`config.mk`:
```
export PLATFORM = sky130hd
export DESIGN_NAME = lsu_bus_if
export DESIGN_NICKNAME = d
export VERILOG_FILES = /design/src/rtl/lsu_bus_if.sv
export SDC_FILE = /design/constraint.sdc
export NUM_CORES = 1
export LEC_CHECK = 0
export ABC_AREA = 1
export BUFFER_PORTS_ARGS = -buffer_cell sky130_fd_sc_hd__buf_2
export CAP_MARGIN = 15
export CORE_AREA = 2 2 162 164
export CTS_CLUSTER_SIZE = 8
export DETAILED_ROUTE_END_ITERATION = 7
export DIE_AREA = 0 0 164 166
export PLACE_DENSITY = 0.54
export SYNTH_ARGS = -nofsm -noshare
export SYNTH_HDL_FRONTEND = slang
export SYNTH_SLANG_ARGS = --single-unit
```
`constraint.sdc`:
```
create_clock -name clk -period 1.7 [get_ports clk]
set_input_delay 0 -clock clk [delete_from_list [all_inputs] [get_ports clk]]
set_output_delay 0 -clock clk [all_outputs]
set_load 0.01 [all_outputs]
```
`src/rtl/lsu_bus_if.sv`:
```
// ============================================================================
// Module   : lsu_bus_if
// Purpose  : Load/store bridge from the memory stage to an AXI4-Lite-style bus
// Revision : 1.0 - initial release
// ============================================================================
`default_nettype none

module lsu_bus_if #(
  parameter int ISA_WIDTH      = 32,
  parameter int MEM_MASK_WIDTH = 4,
  parameter int FUNCT3_WIDTH   = 3
) (
  input  logic                      clk,
  input  logic                      rst_n,
  input  logic [FUNCT3_WIDTH-1:0]   funct3,
  input  logic [1:0]                byte_off,
  input  logic [ISA_WIDTH-1:0]      mem_2_addr,
  input  logic [ISA_WIDTH-1:0]      mem_2_w,
  input  logic [MEM_MASK_WIDTH-1:0] mem_2_mask,
  input  logic                      mem_2_r_en,
  input  logic                      mem_2_w_en,
  output logic [ISA_WIDTH-1:0]      mem_2_r,
  output logic [ISA_WIDTH-1:0]      ld_data,
  output logic                      busy,
  output logic                      done,
  output logic                      bus_err,
  output logic [ISA_WIDTH-1:0]      araddr,
  output logic                      arvalid,
  input  logic                      arready,
  input  logic [ISA_WIDTH-1:0]      rdata,
  input  logic [1:0]                rresp,
  input  logic                      rvalid,
  output logic                      rready,
  output logic [ISA_WIDTH-1:0]      awaddr,
  output logic                      awvalid,
  input  logic                      awready,
  output logic [ISA_WIDTH-1:0]      wdata,
  output logic [MEM_MASK_WIDTH-1:0] wstrb,
  output logic                      wvalid,
  input  logic                      wready,
  input  logic [1:0]                bresp,
  input  logic                      bvalid,
  output logic                      bready
);

  localparam logic [FUNCT3_WIDTH-1:0] c_funct3_lb  = FUNCT3_WIDTH'(0);
  localparam logic [FUNCT3_WIDTH-1:0] c_funct3_lh  = FUNCT3_WIDTH'(1);
  localparam logic [FUNCT3_WIDTH-1:0] c_funct3_lw  = FUNCT3_WIDTH'(2);
  localparam logic [FUNCT3_WIDTH-1:0] c_funct3_lbu = FUNCT3_WIDTH'(4);
  localparam logic [FUNCT3_WIDTH-1:0] c_funct3_lhu = FUNCT3_WIDTH'(5);

  typedef enum logic [2:0] {
    IDLE    = 3'd0,
    RD_ADDR = 3'd1,
    RD_DATA = 3'd2,
    WR_REQ  = 3'd3,
    WR_RESP = 3'd4
  } state_t;

  state_t                      r_state;
  state_t                      w_state_nxt;

  logic [ISA_WIDTH-1:0]        r_addr;
  logic [ISA_WIDTH-1:0]        r_wdata;
  logic [MEM_MASK_WIDTH-1:0]   r_mask;
  logic [FUNCT3_WIDTH-1:0]     r_funct3;
  logic [1:0]                  r_byte_off;
  logic                        r_aw_done;
  logic                        r_w_done;
  logic [ISA_WIDTH-1:0]        r_mem_2_r;
  logic [ISA_WIDTH-1:0]        r_ld_data;
  logic                        r_done;
  logic                        r_bus_err;

  logic                        w_aw_hs;
  logic                        w_w_hs;
  logic                        w_aw_ok;
  logic                        w_w_ok;
  logic [ISA_WIDTH-1:0]        w_shifted;
  logic [ISA_WIDTH-1:0]        w_ld_ext;

  // Bus-side valids/readies decode straight from registered state.
  assign arvalid = (r_state == RD_ADDR);
  assign rready  = (r_state == RD_DATA);
  assign awvalid = (r_state == WR_REQ) && !r_aw_done;
  assign wvalid  = (r_state == WR_REQ) && !r_w_done;
  assign bready  = (r_state == WR_RESP);
  assign busy    = (r_state != IDLE);

  assign araddr  = r_addr;
  assign awaddr  = r_addr;
  assign wdata   = r_wdata;
  assign wstrb   = r_mask;
  assign mem_2_r = r_mem_2_r;
  assign ld_data = r_ld_data;
  assign done    = r_done;
  assign bus_err = r_bus_err;

  assign w_aw_hs = awvalid && awready;
  assign w_w_hs  = wvalid && wready;
  assign w_aw_ok = r_aw_done || w_aw_hs;
  assign w_w_ok  = r_w_done || w_w_hs;

  always_ff @(posedge clk) begin
    if (!rst_n) begin
      r_state <= IDLE;
    end else begin
      r_state <= w_state_nxt;
    end
  end

  always_comb begin
    w_state_nxt = r_state;
    case (r_state)
      IDLE: begin
        if (mem_2_w_en) begin
          w_state_nxt = WR_REQ;
        end else if (mem_2_r_en) begin
          w_state_nxt = RD_ADDR;
        end
      end
      RD_ADDR: if (arready) w_state_nxt = RD_DATA;
      RD_DATA: if (rvalid)  w_state_nxt = IDLE;
      WR_REQ:  if (w_aw_ok && w_w_ok) w_state_nxt = WR_RESP;
      WR_RESP: if (bvalid)  w_state_nxt = IDLE;
      default: w_state_nxt = IDLE;
    endcase
  end

  // Load alignment works on the live rdata so the result lands with done.
  always_comb begin
    w_shifted = rdata >> {r_byte_off, 3'b000};
    w_ld_ext  = '0;
    case (r_funct3)
      c_funct3_lb:  w_ld_ext = {{(ISA_WIDTH-8){w_shifted[7]}}, w_shifted[7:0]};
      c_funct3_lbu: w_ld_ext = {{(ISA_WIDTH-8){1'b0}}, w_shifted[7:0]};
      c_funct3_lh:  w_ld_ext = {{(ISA_WIDTH-16){w_shifted[15]}}, w_shifted[15:0]};
      c_funct3_lhu: w_ld_ext = {{(ISA_WIDTH-16){1'b0}}, w_shifted[15:0]};
      c_funct3_lw:  w_ld_ext = w_shifted;
      default:      w_ld_ext = '0;
    endcase
  end

  always_ff @(posedge clk) begin
    if (!rst_n) begin
      r_addr     <= '0;
      r_wdata    <= '0;
      r_mask     <= '0;
      r_funct3   <= '0;
      r_byte_off <= '0;
      r_aw_done  <= 1'b0;
      r_w_done   <= 1'b0;
      r_mem_2_r  <= '0;
      r_ld_data  <= '0;
      r_done     <= 1'b0;
      r_bus_err  <= 1'b0;
    end else begin
      r_done    <= 1'b0;
      r_bus_err <= 1'b0;

      if (r_state == IDLE) begin
        if (mem_2_w_en) begin
          r_addr  <= mem_2_addr;
          r_wdata <= mem_2_w;
          r_mask  <= mem_2_mask;
        end else if (mem_2_r_en) begin
          r_addr     <= mem_2_addr;
          r_funct3   <= funct3;
          r_byte_off <= byte_off;
        end
      end

      // Sticky flags let AW and W finish in either order.
      if (r_state == WR_REQ) begin
        if (w_aw_ok && w_w_ok) begin
          r_aw_done <= 1'b0;
          r_w_done  <= 1'b0;
        end else begin
          if (w_aw_hs) r_aw_done <= 1'b1;
          if (w_w_hs)  r_w_done  <= 1'b1;
        end
      end

      if (rready && rvalid) begin
        r_mem_2_r <= rdata;
        r_ld_data <= w_ld_ext;
        r_done    <= 1'b1;
        r_bus_err <= |rresp;
      end

      if (bready && bvalid) begin
        r_done    <= 1'b1;
        r_bus_err <= |bresp;
      end
    end
  end

endmodule

`default_nettype wire

```
Word-level counts from Yosys, hierarchy flattened:

Index checks and enable logic that the tools add are counted.

* input port bits: 118
* output and inout port bits: 172
* bits in registers: 144
* logic and storage cells: 70

* shifts and indexed selects: 1
* reductions and logical operators: 25
* bitwise operators: 1
* multiplexer cells: 18
* equality and inequality tests: 13

Operators by type and width (count)
* one-hot mux 32 bit (5 select lines): 1
* two-way mux 32 bit: 2
* right shift 32 x 5 -> 32 bit: 1
* two-way mux 3 bit: 6
* one-hot mux 3 bit (5 select lines): 1
* equality test 3 x 2 -> 1 bit, second input constant: 3
* equality test 3 bit, second input constant: 3
* two-way mux 1 bit: 8
* AND reduction 2 bit: 4
* logical AND 1 bit: 7
* equality test 3 x 1 -> 1 bit, second input constant: 2
* logical NOT 3 bit: 2
* nonzero test 2 bit: 3
* AND reduction 5 bit: 1
* != test 2 x 1 -> 1 bit, second input constant: 2
* != test 2 bit, second input constant: 2
* OR reduction 2 bit: 2
* != test 3 bit, second input constant: 1
* AND reduction 3 bit: 1
* nonzero test 3 bit: 1
* logical NOT 1 bit: 2
* logical OR 1 bit: 2
* inverter 1 bit: 1

Longest topological paths before layout:

* depth in word-level cells: 7
* depth in mapped cells: 9
* depth with buffers taken out: 8

Worst setup path after synthesis:

No wires, ideal clock.

* path type: register to register
* start: register r_state[1]
* end: register r_ld_data[17], in the netlist ld_data[17]
* clock period less this slack: 1.297 ns
* path buffers: 2
* setup time: 0.132 ns
* path slack: 0.403 ns
* arrival: 1.165 ns
* stages on the path, launching flop included: 10
* required time: 1.568 ns
* path through: dfxtp_1 inv_2 nor2_2 nand2_2 nor2_4 inv_2 buf_6 buf_4 nand2_1 a21oi_1

* word-level cells in the longest chain between the ends: 2

RTL lines
* start, declared: RTL line 60 `state_t r_state;`
* start signal, assigned: RTL line 108 `r_state <= w_state_nxt;`
* equality test 3 x 2 -> 1 bit: RTL line 84 `assign rready = (r_state == RD_DATA);`
* logical AND 1 bit: RTL line 184 `if (rready && rvalid) begin`
* end signal, assigned: RTL line 186 `r_ld_data <= w_ld_ext;`
* end, declared: RTL line 71 `logic [ISA_WIDTH-1:0] r_ld_data;`

Every way passes these cells.
A chain may end at the register's enable or synchronous reset.

Worst setup path in the final report:

* start: register r_state[0]
* end: output port wvalid

* word-level cells in the longest chain between the ends: 2

RTL lines
* equality test 3 x 2 -> 1 bit: RTL line 86 `assign wvalid = (r_state == WR_REQ) && !r_w_done;`
* logical AND 1 bit: RTL line 86
* end, declared: RTL line 39 `output logic wvalid,`

Every way passes these cells.

==> results_dict.tcl <==
set metrics [dict create \
    synth_ff_type "dfxtp_1" \
    grt_pass1_wl_mm 35.7 \
    io_buffer_count 289 \
    cpPeakStageDelay_ns 0.45 \
    cp-start-kind "flop" \
    hold_path_class "in -> reg" \
    clock_skew_ns 0.0140 \
    powerDensity_nw_per_um2 1050 \
    synth.avg_cell_area_um2 7.27 \
    via_count 7045 \
    wirelength_mm 23.7 \
    diodes 0 \
    place_congestion 0.852 \
    synth-seq-cells 144 \
    rows 59 \
    critPathLaunch "r_state[0]" \
    fin_crit_ns 1.52 \
    reg2reg_from "r_state[2]" \
    dr.pass1.iters 5 \
    synth-warning-count 0 \
    worstMarginPinSlew_ns 0.568 \
    arrival_ns 1.52 \
    antenna_left 0 \
    endpoint_kind "output pin" \
    synth_area_um2 6270 \
    clk_latency_ns 0.42 \
    ioPinCount 290 \
    grt_max_degree 75 \
    drc 0 \
    syn_to_final_growth_pct 52.0 \
    synth.yosys.seq_area_share_pct 46.0 \
    leakagePower_nw 4.51 \
    cts_buffers 17 \
    core_um2 25600 \
    drt_iter0_drc 527 \
    crit_required_ns 1.70 \
    period_share_pct 89.5 \
    h-tree-depth 4 \
    hold_viol 0 \
    slew_headroom_pct 62.1 \
    max_freq_mhz 657 \
    hpwl_mm 16.4 \
    synth_top_area_share_pct 46.0 \
    root_buffer "clkbuf_16" \
    status "complete, no violations" \
    wire_per_inst_um 15.2 \
    gr-usage-all-layers_pct 16.7 \
    overflow 0 \
    finalSetupViolations 0 \
    crit_type "reg -> out" \
    synth-edff-count 0 \
    syn_inst 862 \
    cpMaxStageDelayCell "dfxtp_1" \
    clk_path_buf_depth 2 \
    max-vdd-ir-drop_mv 0.457 \
    fin_util_pct 37.2 \
    synth_area_leaders "dfxtp_1, nand2_1, a21oi_1, nand3_1, buf_4" \
    synth_cell_type_count 27 \
    crit_chain "inv_2 -> nor3_2 -> inv_1 -> nor2_1 -> buf_2" \
    dieArea_um2 27200 \
    cts.sinks 144 \
    clk_pin_slew_worst_paths_ns 0.06 \
    die_w_um 164 \
    max_cap_violations 0 \
    critPathMaxFanout 7 \
    yosys.area.top_type "dfxtp_1" \
    vias_per_cell 4.51 \
    cts_tree "yes" \
    start_util_pct 24.5 \
    syn-num-nets 980 \
    nets 1332 \
    min-delay-start "rvalid" \
    path_buf_inv 3 \
    async_reset_ff_share_pct 0 \
    die_h_um 166 \
    grt_pass1_vias 6547 \
    finalMaxSlewViolations 0 \
    fin_hold_ws_ns 0.0140 \
    antenna_found_initial 0 \
    cp_top_family "flip-flops" \
    drive_gt1_share_pct 29.8 \
]
## registers in the layout, indices dropped and copies added (netlist names), 2 cells and up
register and flops:
araddr 32, wstrb 4, ld_data 32, r_byte_off 2, mem_2_r 32, r_funct3 3
r_state 3, wdata 32
## worst min-delay path: cells and delay by family
kind,cells,cell delay [ns]
and+or+nand+nor,3,0.24
buffers and inverters,3,0.16
## cells in the final DEF, fill, tap and decap left out, drive strengths merged
master	synthesis	routed
buf	73	311
nand2	231	231
dfxtp	144	144
a21oi	128	128
dlygate4sd3	0	113
nand3	99	99
o21ai	68	68
nor2	49	49
inv	36	45
clkbuf	19	19
nand4	5	5
nor3	5	5
clkinv	2	5
clkinvlp	0	2
or2	1	1
nand3b	1	1
o211ai	1	1
## area by class of cell
class / instances / area, um^2
clock buffers: 18 / 439
clock inverters: 14 / 119
fillers: 2671 / 16100
inverters: 38 / 146
multi-input cells: 588 / 2680
flip-flops and latches: 144 / 2880
well taps: 335 / 419
repair buffers: 425 / 2840
## stage by stage
step	setup TNS, ns	worst slack, ns	cell area, um^2	cells	total power, W
after CTS	0	0.0348	9460	1559	0.0101
after global routing	-0.0149	-0.0149	9520	1562	0.0106
after global placement	0	0.148	7770	1414	0.00621
after detailed placement	0	0.127	7770	1414	0.00622
after floorplan	0	0.403	6270	862	0.00541
final	0	0.178	9520	1562	0.00999
## cell families (layout without fill, tap and decap cells)
logic type | after synthesis | count (layout) | share of synthesized area [%]
buffers and inverters | 130 | 495 | 11.5
DFF | 144 | 144 | 46.0
AOI/OAI and AO/OA | 197 | 197 | 16.0
and+or+nand+nor | 391 | 391 | 26.5
## synth_stat cells (7+ instances only)
master    count
clkbuf_1     19
o21ai_1      12
a21oi_1     127
dfxtp_1     144
inv_1        30
buf_2        23
buf_6         7
buf_4        40
nand3_1      97
o21ai_0      56
nand2_1     226
nor2_1       45
## report_power, final
part	internal, W	leakage [nW]	switching, W
combinational	0.00102	3.06	0.00146
sequential	0.00369	1.18	0.000200
clock	0.00196	0.271	0.00165
total	0.00668	4.51	0.00331
## final timing paths
kind	to	slack, ns	depth (start not counted)
setup reg to reg	wstrb[0]	0.21	6
hold reg to reg	wdata[26]	0.46	2
setup / recovery	wvalid	0.18	5
hold / removal	r_state[1]	0.01	6
## per-layer routing
layer  vias to the layer above  GRT usage, %  routed length [um]
met2                       277          28.7               11300
met4                         0          4.61                 363
met5                         -             0                   0
met1                      3231          20.5               10400
met3                        26          4.17                1640
li1                       3511             -                   -
## repair_timing
| action | CTS | global route |
|---|---|---|
| resized for setup | 0 | 6 |
| endpoints found under the hold margin | 109 | 0 |
| setup endpoints to repair | 0 | 29 |
| setup buffers | 0 | 2 |
| hold buffers | 113 | 0 |
No activity file was read; power rests on OpenSTA's default activity.
